`config.mk`:
```
export PLATFORM = sky130hd
export DESIGN_NAME = rv_divider_flat
export DESIGN_NICKNAME = d
export VERILOG_FILES = /design/src/rtl/rv_divider_if.sv /design/src/rtl/rv_divider.sv /design/src/flat_wrapper.sv
export SDC_FILE = /design/constraint.sdc
export NUM_CORES = 1
export LEC_CHECK = 0
export CORE_MARGIN = 2
export CORE_UTILIZATION = 35
export CTS_BUF_LIST = sky130_fd_sc_hd__clkbuf_16
export DETAILED_ROUTE_END_ITERATION = 12
export GPL_ROUTABILITY_DRIVEN = 1
export SLEW_MARGIN = 15
export SYNTH_ARGS = -nofsm -noshare
export SYNTH_HDL_FRONTEND = slang
export SYNTH_SLANG_ARGS = --single-unit
```
`constraint.sdc`:
```
create_clock -name clk -period 6.2 [get_ports clk]
set_input_delay 0.62 -clock clk [delete_from_list [all_inputs] [get_ports clk]]
set_output_delay 0.62 -clock clk [all_outputs]
set_load 0.005 [all_outputs]
```
`src/rtl/rv_divider_if.sv`:
```
// Handshake and writeback bundle between the regfile read side, the divider and the regfile write port.
interface rv_divider_if #(
  parameter int unsigned XLEN = 32
);
  logic            start;
  logic [1:0]      op;
  logic [XLEN-1:0] a;
  logic [XLEN-1:0] b;
  logic [4:0]      rd;
  logic            busy;
  logic            we3;
  logic [4:0]      wa3;
  logic [XLEN-1:0] wd3;

  modport master (
    output start, op, a, b, rd,
    input  busy, we3, wa3, wd3
  );

  modport slave (
    input  start, op, a, b, rd,
    output busy, we3, wa3, wd3
  );
endinterface

```
`src/rtl/rv_divider.sv`:
```
// Iterative restoring radix-2 RV32M DIV/DIVU/REM/REMU unit with single-cycle regfile writeback.
// Optional RV_DIV_FASTPATH_EN: zero dividend or divisor skips the iteration phase.
module rv_divider #(
  parameter int unsigned XLEN = 32
) (
  input logic         clk,
  input logic         rst_n,
  rv_divider_if.slave bus
);

  typedef enum logic [1:0] {StIdle, StCalc, StDone} state_e;

  state_e          state_q;
  logic [XLEN-1:0] rem_q, quo_q, div_q;
  logic [4:0]      cnt_q;
  logic [1:0]      op_q;
  logic [4:0]      rd_q;
  logic            sa_q, sb_q, bz_q;
  logic            busy_q, we3_q;
  logic [4:0]      wa3_q;
  logic [XLEN-1:0] wd3_q;

  logic            a_neg, b_neg, signed_op;
  logic [XLEN-1:0] a_mag, b_mag;
  logic [XLEN:0]   part;
  logic            ge;
  logic [XLEN-1:0] rem_n, quo_n, q_res, r_res, result;
`ifdef RV_DIV_FASTPATH_EN
  logic            fast;
  logic [XLEN-1:0] fast_res;
`endif

  always_comb begin
    a_neg = ~bus.op[0] & bus.a[XLEN-1];
    b_neg = ~bus.op[0] & bus.b[XLEN-1];
    a_mag = a_neg ? -bus.a : bus.a;
    b_mag = b_neg ? -bus.b : bus.b;

    // One restoring step: shift in the next dividend bit, keep the difference if it fits.
    part  = {rem_q, quo_q[XLEN-1]};
    ge    = part >= {1'b0, div_q};
    rem_n = ge ? (part[XLEN-1:0] - div_q) : part[XLEN-1:0];
    quo_n = {quo_q[XLEN-2:0], ge};

    signed_op = ~op_q[0];
    q_res  = bz_q ? '1 : ((signed_op && (sa_q ^ sb_q)) ? -quo_n : quo_n);
    r_res  = (signed_op && sa_q) ? -rem_n : rem_n;
    result = op_q[1] ? r_res : q_res;

`ifdef RV_DIV_FASTPATH_EN
    fast     = (bus.a == '0) || (bus.b == '0);
    fast_res = (bus.b == '0) ? (bus.op[1] ? bus.a : '1) : '0;
`endif
  end

  always_ff @(posedge clk or negedge rst_n) begin
    if (!rst_n) begin
      state_q <= StIdle;
      rem_q   <= '0;
      quo_q   <= '0;
      div_q   <= '0;
      cnt_q   <= '0;
      op_q    <= '0;
      rd_q    <= '0;
      sa_q    <= 1'b0;
      sb_q    <= 1'b0;
      bz_q    <= 1'b0;
      busy_q  <= 1'b0;
      we3_q   <= 1'b0;
      wa3_q   <= '0;
      wd3_q   <= '0;
    end else begin
      unique case (state_q)
        StIdle: begin
          if (bus.start) begin
            op_q   <= bus.op;
            rd_q   <= bus.rd;
            sa_q   <= bus.a[XLEN-1];
            sb_q   <= bus.b[XLEN-1];
            bz_q   <= (bus.b == '0);
            quo_q  <= a_mag;
            div_q  <= b_mag;
            rem_q  <= '0;
            cnt_q  <= '0;
            busy_q <= 1'b1;
`ifdef RV_DIV_FASTPATH_EN
            if (fast) begin
              state_q <= StDone;
              we3_q   <= (bus.rd != '0);
              wa3_q   <= bus.rd;
              wd3_q   <= fast_res;
            end else begin
              state_q <= StCalc;
            end
`else
            state_q <= StCalc;
`endif
          end
        end
        StCalc: begin
          rem_q <= rem_n;
          quo_q <= quo_n;
          cnt_q <= cnt_q + 5'd1;
          // Final iteration: register the fixed-up result so it is visible throughout DONE.
          if (cnt_q == 5'd31) begin
            state_q <= StDone;
            cnt_q   <= '0;
            we3_q   <= (rd_q != '0);
            wa3_q   <= rd_q;
            wd3_q   <= result;
          end
        end
        StDone: begin
          state_q <= StIdle;
          busy_q  <= 1'b0;
          we3_q   <= 1'b0;
        end
        default: state_q <= StIdle;
      endcase
    end
  end

  assign bus.busy = busy_q;
  assign bus.we3  = we3_q;
  assign bus.wa3  = wa3_q;
  assign bus.wd3  = wd3_q;

endmodule

```
`src/flat_wrapper.sv`:
```
// flat-port wrapper written by rule: the top's interface ports become plain ports
module rv_divider_flat 
#(
  parameter int unsigned XLEN = 32
)
  (clk, rst_n, bus_start, bus_op, bus_a, bus_b, bus_rd, bus_busy, bus_we3, bus_wa3, bus_wd3);
  rv_divider_if #(.XLEN(XLEN)) bus_i ();
  input logic clk;
  input logic rst_n;
  input wire logic [$bits(bus_i.start)-1:0] bus_start;
  input wire logic [$bits(bus_i.op)-1:0] bus_op;
  input wire logic [$bits(bus_i.a)-1:0] bus_a;
  input wire logic [$bits(bus_i.b)-1:0] bus_b;
  input wire logic [$bits(bus_i.rd)-1:0] bus_rd;
  output wire logic [$bits(bus_i.busy)-1:0] bus_busy;
  output wire logic [$bits(bus_i.we3)-1:0] bus_we3;
  output wire logic [$bits(bus_i.wa3)-1:0] bus_wa3;
  output wire logic [$bits(bus_i.wd3)-1:0] bus_wd3;
  assign bus_i.start = bus_start;
  assign bus_i.op = bus_op;
  assign bus_i.a = bus_a;
  assign bus_i.b = bus_b;
  assign bus_i.rd = bus_rd;
  assign bus_busy = bus_i.busy;
  assign bus_we3 = bus_i.we3;
  assign bus_wa3 = bus_i.wa3;
  assign bus_wd3 = bus_i.wd3;
  rv_divider #(.XLEN(XLEN)) u_core (.clk(clk), .rst_n(rst_n), .bus(bus_i));
endmodule
```
==> flow_summary.json <==
{
  "worst-slew-pin-transition_ns": 1.05,
  "dp_hpwl_um": 26100,
  "peak_freq_mhz": 200,
  "coreArea_um2": 32700,
  "report.final.setup_viol": 0,
  "path_class": "reg -> reg",
  "ctsHoldBuffers": 0,
  "finalWorstPathRequiredPeriod_ns": 5.00,
  "seqCellArea_um2": 3800,
  "crit_path_end": "u_core.bus.wd3[30]",
  "ff2ff_path_depth": 17,
  "synthToLayoutAreaGrowth_pct": 17.4,
  "crit-reg2reg-capture": "u_core.bus.wd3[30]",
  "worst-endpoint-arrival_ns": 5.32,
  "yosys.cell_types.count": 77,
  "final_cell_count_without_fillers": 1997,
  "slew_headroom": 0.298,
  "post_cts.repair.setup_buffers": 0,
  "initialDrtViolationCount": 983,
  "final.fill_count": 3364,
  "vias": 11053,
  "clock_latency_ns": 0.44,
  "detail_route.drc_violations": 0,
  "synth_area_um2": 11700,
  "period_share": 0.807,
  "grt_pass1_vias": 10494,
  "hold-worst-slack_ns": 0.274,
  "worst-path-max-fanout": 20,
  "ys_top_cells_by_area": "dfrtp_1 33%, nand2_1 6.9%, o21ai_0 6.5%, a21oi_1 6.1%, xnor2_1 5.6%",
  "synth_top_area_share": 0.325,
  "post_synth_inst_count": 1482,
  "cts.root.buffer_cell": "clkbuf_16",
  "cts-resized-gates": 0,
  "synthMostInstantiatedCell": "nand2_1",
  "timing_max_transition_violations_final": 0,
  "layout.nets": 1655,
  "hold_violations": 0,
  "cts_buffers": 17,
  "reg2reg_setup_slack_ns": 1.20,
  "finClkSkew_ns": 0.0180,
  "io-pin-count": 113,
  "initial_utilization": 0.358,
  "synth.top_cells.by_count": "214 x nand2_1, 152 x dfrtp_1, 152 x o21ai_0",
  "total_instance_count_after_detailed_placement": 1965,
  "synth_top_flop_cell": "dfrtp_1",
  "hold_path_class": "in -> async",
  "drv.max_cap_violation_count": 0,
  "cp_data_required_time_ns": 6.52,
  "cts_tree": "built",
  "rsz0062_at_grt": "false",
  "static-leakage-power_nw": 5.43,
  "yosysWarningCount": 0,
  "detail-route-antenna-nets": 0,
  "vdd_drop_max_uv": 261,
  "sort_of_element_at_the_start_of_the_critical_path": "flip-flop",
  "global_route.overflow_total": 0,
  "multi_input_area_um2": 7330,
  "detail_route.wl_per_cell_um": 17.5,
  "die_area_um2": 34900,
  "final_layout_size_suffix_gt1_frac": 0.0508,
  "fin_tns_setup_ns": 0,
  "run_status": "finished clean",
  "cts_sinks": 152,
  "timing.critical_path.to_type": "flip-flop",
  "yosys.area.top_type": "dfrtp_1",
  "synth_fp_nets": 1595,
  "num_rows": 66,
  "postLayoutCellArea_um2": 13700,
  "portBuffers": 112,
  "grt_pass1_wl_um": 56500,
  "placement.cell_area_um2": 13100,
  "finalWeightedCongestion": 0.912,
  "wl_um": 34900,
  "ys_seq_elements": 152,
  "via_per_inst": 5.53,
  "cts.clk_slew.worst_paths_ns": 0.07,
  "timing.rr.start": "u_core.rem_q[23]",
  "antenna-diode-count": 0,
  "total_grt_usage": 0.199,
  "maximum_number_of_pins_on_one_net_before_global_route_repair": 100,
  "max-clock-path-buffers": 2,
  "antenna_violations_before_repair": 0,
  "crit_path_start": "u_core.rem_q[23]",
  "die_span_x_um": 187,
  "portion_of_the_post_synthesis_area_used_by_sequential_elements": 0.325,
  "first_pass_iters": 5,
  "die_h_um": 187,
  "synth_enable_flop_cells": 0,
  "synth_area_per_cell_um2": 7.89,
  "cts_htree_levels": 4,
  "p_per_area_nw_per_um2": 666,
  "share_of_flip_flops_with_an_asynchronous_set_or_reset": 1.00
}
power by group:
group	leakage [nW]	total [W]	switching, W	internal [W]
clock network	0.289	0.00108	0.000532	0.000545
registers	1.78	0.00187	0.000464	0.00141
logic	3.36	0.00620	0.00389	0.00231
registers in the layout (all words and copies together), names as in the netlist:
| name | cells |
|---|---|
| u_core.bus.busy | 1 |
| u_core.bus.wa3 | 5 |
| u_core.bus.wd3 | 32 |
| u_core.bus.we3 | 1 |
| u_core.bz_q | 1 |
| u_core.cnt_q | 5 |
| u_core.div_q | 32 |
| u_core.op_q | 2 |
| u_core.quo_q | 32 |
| u_core.rd_q | 5 |
| u_core.rem_q | 32 |
| u_core.sa_q | 1 |
| u_core.sb_q | 1 |
| u_core.state_q | 2 |
worst max-delay path, stage by stage (launching register included):
cell	delay (ns)
dfrtp_1	0.44
ha_1	0.43
a21oi_1	0.23
o21ai_0	0.15
a211oi_2	0.33
o2111ai_1	0.20
or2_2	0.55
o21ai_0	0.47
ha_1	0.34
nor2b_1	0.15
and4_1	0.25
nor4b_1	0.24
a21oi_1	0.08
buf_4	0.19
nor3_1	0.20
a41oi_1	0.16
xnor2_1	0.17
a221o_1	0.29
cell type report:
type,instances,area share
clock buffers,17,0.0310
clock inverters,15,0.0131
inverters,58,0.0159
multi-input cells,1188,0.534
flip-flops and latches,152,0.277
well taps,442,0.0403
repair buffers,125,0.0888
worst min path at each step:
| stage | slack, ns | cells after the start | end | from |
|---|---|---|---|---|
| finish | 0.27 | 1 | u_core.div_q[26] | rst_n |
| detailed placement | 0.47 | 1 | u_core.bus.wd3[10] | u_core.bus.wd3[10] |
| CTS | 0.31 | 1 | u_core.div_q[26] | rst_n |
| floorplan | 0.32 | 0 | u_core.bus.busy | rst_n |
| global placement | 0.46 | 2 | u_core.div_q[3] | u_core.div_q[3] |
| global route | 0.37 | 1 | u_core.div_q[26] | rst_n |
layout by cell type (no fill, tap or decap), types with 6 or more instances in the layout:
master and instances:
nand2_1 213, o21ai_0 152, dfrtp_1 152, a21oi_1 142, clkdlybuf4s50_1 111, nor2_1 109, xnor2_1 75, xor2_1 66
inv_1 56, ha_1 38, nor3_1 35, a21o_1 30, or3_1 22, mux2i_1 21, nor4_1 21, nand3_1 20
a31oi_1 20, a221oi_1 17, clkbuf_16 17, nand4_1 15, nor2b_1 13, o31ai_1 13, buf_4 13, o41ai_1 10
a211oi_1 9, nand2b_1 9, and3_1 7, o211ai_1 7, a41oi_1 7, o2111ai_1 6, or2_2 6, or4_1 6
o22ai_1 6, clkinv_8 6
cell families after synthesis:
family / count (synthesis) / synth area share
and+or+nand+nor: 509 / 0.203
AOI/OAI and AO/OA: 477 / 0.255
DFF: 152 / 0.325
buffers and inverters: 142 / 0.0500
xor gates and xnor gates: 141 / 0.106
adders and majority gates: 39 / 0.0424
muxes: 22 / 0.0189
per-stage QoR:
stage | util | setup slack [ns] | total power (W)
final | 0.420 | 1.20 | 0.00915
after global placement | 0.401 | 1.30 | 0.00800
after detailed placement | 0.401 | 1.23 | 0.00803
after global routing | 0.420 | 0.789 | 0.00996
after floorplan | - | 1.83 | 0.00643
after CTS | 0.420 | 1.21 | 0.00915
per-layer routing:
metal | global-route usage | share of wire | up-vias
li1 | - | - | 5432
met1 | 0.267 | 0.45 | 5293
met3 | 0.0275 | 0.045 | 40
met5 | 0 | 0 | -
met4 | 0.0577 | 0.021 | 0
met2 | 0.333 | 0.48 | 288
No activity file was read; power rests on OpenSTA's default activity.
